**config.mk**
```make
export PLATFORM = sky130hd
export DESIGN_NAME = console_writer
export DESIGN_NICKNAME = d
export VERILOG_FILES = /design/src/rtl/console_writer.sv
export SDC_FILE = /design/constraint.sdc
export NUM_CORES = 1
export LEC_CHECK = 0
export ABC_AREA = 1
export BUFFER_PORTS_ARGS = -buffer_cell sky130_fd_sc_hd__buf_2
export CAP_MARGIN = 30
export CORE_MARGIN = 2
export CORE_UTILIZATION = 50
export CTS_BUF_LIST = sky130_fd_sc_hd__clkbuf_16
export DETAILED_ROUTE_END_ITERATION = 6
export PLACE_DENSITY = 0.78
export SLEW_MARGIN = 25
export SYNTH_ARGS = -nofsm -noshare
export SYNTH_HDL_FRONTEND = slang
export SYNTH_SLANG_ARGS = --single-unit
```
**constraint.sdc**
```tcl
create_clock -name clk -period 1.89 [get_ports clk]
set_input_delay 0 -clock clk [delete_from_list [all_inputs] [get_ports clk]]
set_output_delay 0 -clock clk [all_outputs]
set_load 0.01 [all_outputs]
```
**src/rtl/console_writer.sv**
```systemverilog
// Character-stream front end for the VGA console: turns a byte stream into
// char_array write commands while tracking a wrapping text cursor.
module console_writer #(
  parameter int unsigned WIDTH         = 80,
  parameter int unsigned HEIGHT        = 45,
  parameter logic [11:0] DEFAULT_COLOR = 12'hFFF
) (
  input  logic        clk,
  input  logic        reset_n,
  input  logic        in_valid,
  output logic        in_ready,
  input  logic [7:0]  in_char,
  input  logic [11:0] in_color,
  output logic        w_en,
  output logic [7:0]  w_pos_x,
  output logic [7:0]  w_pos_y,
  output logic [7:0]  w_char,
  output logic [11:0] w_color,
  output logic [7:0]  cursor_x,
  output logic [7:0]  cursor_y,
  output logic        busy
);

  localparam int unsigned POS_W   = 8;
  localparam int unsigned CHAR_W  = 8;
  localparam int unsigned COLOR_W = 12;

  localparam logic [POS_W-1:0]  X_MAX    = POS_W'(WIDTH - 1);
  localparam logic [POS_W-1:0]  Y_MAX    = POS_W'(HEIGHT - 1);
  localparam logic [CHAR_W-1:0] CH_BS    = 8'h08;
  localparam logic [CHAR_W-1:0] CH_LF    = 8'h0A;
  localparam logic [CHAR_W-1:0] CH_FF    = 8'h0C;
  localparam logic [CHAR_W-1:0] CH_CR    = 8'h0D;
  localparam logic [CHAR_W-1:0] CH_SPACE = 8'h20;
  localparam logic [CHAR_W-1:0] CH_DEL   = 8'h7F;

  typedef enum logic {ST_CLEAR, ST_IDLE} state_t;

  state_t              r_state, w_state_nx;
  logic [POS_W-1:0]    r_cur_x, r_cur_y, w_cur_x_nx, w_cur_y_nx;
  logic [POS_W-1:0]    r_clr_x, r_clr_y, w_clr_x_nx, w_clr_y_nx;
  logic [COLOR_W-1:0]  r_clr_color, w_clr_color_nx;
  logic                r_w_en, w_wen_nx;
  logic [POS_W-1:0]    r_w_x, r_w_y, w_wx_nx, w_wy_nx;
  logic [CHAR_W-1:0]   r_w_char, w_wchar_nx;
  logic [COLOR_W-1:0]  r_w_color, w_wcolor_nx;
  logic                r_in_ready, r_busy, w_ready_nx, w_busy_nx;

  logic                w_accept, w_printable, w_clr_last, w_bs_ok;
  logic [POS_W-1:0]    w_y_adv, w_bs_x, w_bs_y;

  // Shared decode of the incoming byte and cursor neighbourhood
  assign w_accept    = in_valid && (r_state == ST_IDLE);
  assign w_printable = (in_char >= CH_SPACE) && (in_char != CH_DEL);
  assign w_y_adv     = (r_cur_y == Y_MAX) ? POS_W'(0) : r_cur_y + POS_W'(1);
  assign w_bs_ok     = (r_cur_x != POS_W'(0)) || (r_cur_y != POS_W'(0));
  assign w_bs_x      = (r_cur_x != POS_W'(0)) ? r_cur_x - POS_W'(1) : X_MAX;
  assign w_bs_y      = (r_cur_x != POS_W'(0)) ? r_cur_y : r_cur_y - POS_W'(1);
  assign w_clr_last  = (r_clr_x == X_MAX) && (r_clr_y == Y_MAX);

  always_ff @(posedge clk or negedge reset_n) begin
    if (!reset_n) begin
      r_state     <= ST_CLEAR;
      r_cur_x     <= '0;
      r_cur_y     <= '0;
      r_clr_x     <= '0;
      r_clr_y     <= '0;
      r_clr_color <= DEFAULT_COLOR;
      r_w_en      <= 1'b0;
      r_w_x       <= '0;
      r_w_y       <= '0;
      r_w_char    <= '0;
      r_w_color   <= '0;
      r_in_ready  <= 1'b0;
      r_busy      <= 1'b1;
    end else begin
      r_state     <= w_state_nx;
      r_cur_x     <= w_cur_x_nx;
      r_cur_y     <= w_cur_y_nx;
      r_clr_x     <= w_clr_x_nx;
      r_clr_y     <= w_clr_y_nx;
      r_clr_color <= w_clr_color_nx;
      r_w_en      <= w_wen_nx;
      r_w_x       <= w_wx_nx;
      r_w_y       <= w_wy_nx;
      r_w_char    <= w_wchar_nx;
      r_w_color   <= w_wcolor_nx;
      r_in_ready  <= w_ready_nx;
      r_busy      <= w_busy_nx;
    end
  end

  // Next state: FSM, cursor movement and clear sweep counter
  always_comb begin
    w_state_nx     = r_state;
    w_cur_x_nx     = r_cur_x;
    w_cur_y_nx     = r_cur_y;
    w_clr_x_nx     = r_clr_x;
    w_clr_y_nx     = r_clr_y;
    w_clr_color_nx = r_clr_color;
    case (r_state)
      ST_CLEAR: begin
        if (w_clr_last) begin
          w_clr_x_nx = '0;
          w_clr_y_nx = '0;
          w_state_nx = ST_IDLE;
        end else if (r_clr_x == X_MAX) begin
          w_clr_x_nx = '0;
          w_clr_y_nx = r_clr_y + POS_W'(1);
        end else begin
          w_clr_x_nx = r_clr_x + POS_W'(1);
        end
      end
      ST_IDLE: begin
        if (w_accept) begin
          if (w_printable) begin
            if (r_cur_x == X_MAX) begin
              w_cur_x_nx = '0;
              w_cur_y_nx = w_y_adv;
            end else begin
              w_cur_x_nx = r_cur_x + POS_W'(1);
            end
          end else begin
            case (in_char)
              CH_LF: begin
                w_cur_x_nx = '0;
                w_cur_y_nx = w_y_adv;
              end
              CH_CR: w_cur_x_nx = '0;
              CH_BS: begin
                if (w_bs_ok) begin
                  w_cur_x_nx = w_bs_x;
                  w_cur_y_nx = w_bs_y;
                end
              end
              CH_FF: begin
                w_clr_color_nx = in_color;
                w_cur_x_nx     = '0;
                w_cur_y_nx     = '0;
                w_clr_x_nx     = '0;
                w_clr_y_nx     = '0;
                w_state_nx     = ST_CLEAR;
              end
              default: ;
            endcase
          end
        end
      end
      default: w_state_nx = ST_CLEAR;
    endcase
  end

  // Output: write command for the next cycle plus handshake status
  always_comb begin
    w_wen_nx    = 1'b0;
    w_wx_nx     = r_w_x;
    w_wy_nx     = r_w_y;
    w_wchar_nx  = r_w_char;
    w_wcolor_nx = r_w_color;
    w_ready_nx  = (w_state_nx == ST_IDLE);
    w_busy_nx   = (w_state_nx != ST_IDLE);
    if (r_state == ST_CLEAR) begin
      w_wen_nx    = 1'b1;
      w_wx_nx     = r_clr_x;
      w_wy_nx     = r_clr_y;
      w_wchar_nx  = CH_SPACE;
      w_wcolor_nx = r_clr_color;
    end else if (w_accept && w_printable) begin
      w_wen_nx    = 1'b1;
      w_wx_nx     = r_cur_x;
      w_wy_nx     = r_cur_y;
      w_wchar_nx  = in_char;
      w_wcolor_nx = in_color;
    end else if (w_accept && (in_char == CH_BS) && w_bs_ok) begin
      w_wen_nx    = 1'b1;
      w_wx_nx     = w_bs_x;
      w_wy_nx     = w_bs_y;
      w_wchar_nx  = CH_SPACE;
      w_wcolor_nx = in_color;
    end
  end

  assign in_ready = r_in_ready;
  assign busy     = r_busy;
  assign w_en     = r_w_en;
  assign w_pos_x  = r_w_x;
  assign w_pos_y  = r_w_y;
  assign w_char   = r_w_char;
  assign w_color  = r_w_color;
  assign cursor_x = r_cur_x;
  assign cursor_y = r_cur_y;

endmodule

```
==> impl_metrics.sql <==
INSERT INTO impl_metrics (metric_group, metric, value, unit) VALUES
('run_status', 'run_status', 'complete, no violations', ''),
('timing', 'hold_viol_final', '0', ''),
('cts', 'tritoncts_num_sinks', '83', ''),
('critical_path', 'crit_path_start_kind', 'flop', ''),
('global_routing', 'largest_net_degree_at_the_start_of_global_routing', '48', ''),
('detailed_routing', 'via_per_inst', '5.21', ''),
('timing', 'maxSlewViolCount', '0', ''),
('placement', 'port-buffer-count', '77', ''),
('pwr', 'clock_network_fraction_of_design_power', '46.4', '%'),
('critical_path', 'worst-endpoint-required', '2120', 'ps'),
('cts', 'tritoncts_clock_tree', 'done', ''),
('cts', 'tritoncts.num_buffers', '9', ''),
('logic_synthesis', 'synthesis.instances', '727', ''),
('critical_path', 'crit_path_max_incr_delay', '470', 'ps'),
('layout', 'antenna_cells_inserted', '0', ''),
('timing', 'setup_repair_after_global_routing_missed_its_margin', 'false', ''),
('logic_synthesis', 'syn_area', '5390', 'µm²'),
('placement', 'gp_weighted_congestion', '0.939', ''),
('timing', 'worst_slew_margin_rel', '58.1', '%'),
('critical_path', 'critPathMaxFanout', '6', ''),
('timing', 'final-setup-viol-count', '0', ''),
('cts', 'cts.htree.levels', '3', ''),
('detailed_routing', 'num_vias', '5097', ''),
('pwr', 'static-leakage-power', '3.44', 'nW'),
('timing', 'max_freq', '0.567', 'GHz'),
('timing', 'clock_skew', '5.25', 'ps'),
('layout', 'fill_cells', '924', ''),
('critical_path', 'critical_path_class', 'flop to flop', ''),
('pwr', 'power.ir.vdd_worst', '369', 'µV'),
('detailed_routing', 'totalWireLength', '14100', 'µm'),
('pwr', 'internal_power', '2.75', 'mW'),
('detailed_routing', 'drc', '0', ''),
('layout', 'final_std_cell_area_no_fill', '6460', 'µm²'),
('min_path', 'worst_hold_path_type', 'input port to flop', ''),
('cts', 'clock_latency_on_the_worst_skew_pair', '350', 'ps'),
('detailed_routing', 'drt.antenna.violating_nets', '0', ''),
('layout', 'area_growth_from_synthesis_to_final_layout', '20.0', '%'),
('placement', 'detailed_place.area', '5950', 'µm²'),
('pwr', 'seq_power_share', '49.0', '%'),
('global_routing', 'grt_usage', '25.4', '%'),
('floorplan', 'initial_utilization', '51.9', '%'),
('critical_path', 'cp.arrival', '1990', 'ps'),
('global_routing', 'grt_first_pass_wirelength', '23300', 'µm'),
('logic_synthesis', 'ys_seq_elements', '83', ''),
('layout', 'final_net_count', '869', ''),
('logic_synthesis', 'synth.yosys.warnings', '0', ''),
('cts', 'cts-root-buf', 'clkbuf_16', ''),
('global_routing', 'initial_antenna_violation_count', '0', ''),
('timing', 'period_needed', '1760', 'ps'),
('floorplan', 'die_width', '108', 'µm'),
('detailed_routing', 'avgRoutedWirePerCell', '14.4', 'µm'),
('layout', 'footprint_of_the_flip_flops_and_latches', '2100', 'µm²'),
('floorplan', 'floorplan.rows', '37', ''),
('global_routing', 'grt_overflow_total', '0', ''),
('logic_synthesis', 'sequential_cell_area_fraction_in_the_yosys_report', '38.9', '%'),
('logic_synthesis', 'ys_types', '42', ''),
('detailed_routing', 'dr.pass1.iters', '7', ''),
('layout', 'multi_input_area', '2790', 'µm²'),
('pwr', 'p_comb_share', '4.6', '%'),
('timing', 'worst_pin_slew', '629', 'ps'),
('critical_path', 'cells_traversed_along_the_worst_timing_path', 'inv_1, ha_1, nand2_1, nor3_1, nand2_1, nand3_1, nand2_1, a21boi_0', ''),
('cts', 'clk_pin_slew_worst_paths', '60', 'ps'),
('floorplan', 'top_level_ports', '78', ''),
('cts', 'clock_path_buffers', '2', ''),
('run', 'maxCapViolations', '0', ''),
('pwr', 'switching_fraction_of_total_power', '24.5', '%'),
('logic_synthesis', 'number_of_enable_type_register_cells_in_the_synthesized_netlist', '0', ''),
('critical_path', 'critPathSlowestCell', 'dfrtp_1', ''),
('floorplan', 'fp.dieArea', '11600', 'µm²'),
('logic_synthesis', 'postSynthAreaPerCell', '7.41', 'µm²'),
('timing', 'finalCritPeriodShare', '93.3', '%'),
('logic_synthesis', 'async_flop_share', '100', '%'),
('logic_synthesis', 'syn_nets', '759', ''),
('logic_synthesis', 'synth_top_flop_cell', 'dfrtp_1', ''),
('critical_path', 'cp_common_cell', 'nand2_1', ''),
('placement', 'hpwlAfterDp', '10100', 'µm'),
('layout', 'final_layout_size_suffix_gt1_share', '24.9', '%'),
('timing', 'fin_setup_tns', '0', 'ps'),
('pwr', 'power.density_cell_area', '565', 'nW/µm²'),
('detailed_routing', 'drtIter0Drc', '339', ''),
('critical_path', 'cp-end-kind', 'flop', ''),
('global_routing', 'first_global_vias', '4866', ''),
('floorplan', 'die-height', '108', 'µm'),
('pwr', 'power.switching', '0.896', 'mW'),
('floorplan', 'core', '10400', 'µm²');
-- critical path: cells and delay by family, from the launching register on --
kind	cells	cell delay, ps
and+or+nand+nor	5	790
DFF	1	470
adders and majority gates	1	140
AOI/OAI and AO/OA	1	130
buffers and inverters	1	110
-- state kept, by name (all words and copies together), names as in the netlist --
name,cells
cursor_x,8
w_color,12
busy,1
w_en,1
in_ready,1
w_char,8
r_clr_x,8
r_clr_y,8
w_pos_x,8
w_pos_y,8
r_clr_color,12
cursor_y,8
-- through the flow --
stage          instances  worst slack (ps)  util [%]  total power [mW]  hold WS (ps)
2_1_floorplan        727               187         -              1.87          -296
3_3_place_gp         939               187      57.4              1.95          45.2
3_5_place_dp         939               140      57.4              1.96          55.1
4_1_cts              975               109      62.0              3.68          17.1
5_1_grt              978              1.58      62.3              3.78          73.4
6_report             978               126      62.3              3.65          24.6
-- layout make-up --
type,instances,share of cell area (%)
repair buffers,126,12.7
clock inverters,7,0.813
inverters,80,4.80
multi-input cells,537,43.2
clock buffers,9,3.48
flip-flops and latches,83,32.4
well taps,136,2.63
-- synthesized netlist by cell type, types with 8 or more instances --
cell	instances	area, µm²
dfstp_2	13	342
xor2_1	15	131
inv_2	9	33.8
nand2_1	259	972
inv_1	68	255
a21oi_1	9	45.0
dfrtp_1	70	1750
nand3_1	45	225
buf_2	8	40.0
ha_1	9	113
nor2_2	12	75.1
o21ai_0	38	190
o22ai_1	10	62.6
o211ai_2	12	150
nor2_4	8	90.1
nand4_1	13	81.3
nor2_1	60	225
-- worst paths after layout --
kind / from / to / slack (ps) / depth (start not counted)
setup / recovery: r_clr_y[0]$_DFFE_PN0P_ / r_clr_y[5]$_DFFE_PN0P_ / 130 / 8
hold / removal: in_char[3] / w_char[3]$_DFFE_PN0P_ / 20 / 3
setup reg to reg: r_clr_y[0]$_DFFE_PN0P_ / r_clr_y[5]$_DFFE_PN0P_ / 130 / 8
hold reg to reg: w_char[0]$_DFFE_PN0P_ / w_char[0]$_DFFE_PN0P_ / 470 / 2
max in group asynchronous: reset_n / r_clr_color[0]$_DFFE_PN1P_ / 970 / 3
min in group asynchronous: reset_n / w_color[9]$_DFFE_PN0P_ / 210 / 2
-- cells by family after synthesis --
| logic type | after synthesis | share of synthesized area, % |
|---|---|---|
| xor+xnor | 16 | 2.60 |
| fa+ha+maj | 9 | 2.09 |
| buf+inv | 107 | 9.43 |
| flops | 83 | 38.9 |
| simple gates | 431 | 36.8 |
| compound gates | 81 | 10.2 |
-- cells in the final DEF, fill, tap and decap left out, types with 15 or more instances in the layout --
cell type,count
buf_4,29
dlygate4sd3_1,20
inv_1,69
o21ai_0,38
nand3_1,45
nand2_1,259
dfrtp_1,68
nor2_1,59
buf_2,76
xor2_1,15
-- layer usage --
| layer | up-vias | GRT usage [%] | routed length [µm] |
|---|---|---|---|
| met4 | 0 | 8.33 | 227 |
| met3 | 19 | 4.30 | 785 |
| li1 | 2514 | - | - |
| met1 | 2381 | 34.3 | 6300 |
| met5 | - | 0 | 0 |
| met2 | 183 | 41.6 | 6750 |
-- power groups by stage --
stage	registers [mW]	logic, mW	clock network, mW
after global placement	1.82	0.133	0
after global routing	1.79	0.190	1.80
after CTS	1.79	0.170	1.72
after floorplan	1.82	0.0497	0
final	1.79	0.168	1.69
after detailed placement	1.82	0.138	0
-- timing repair --
action / CTS / global route
buffers inserted: 0 / 3
resized for setup: 0 / 3
hold buffers: 20 / 0
setup endpoints to repair: 0 / 19
endpoints found under the hold margin: 65 / 0
Note: power is estimated with default switching activity, not from simulation.
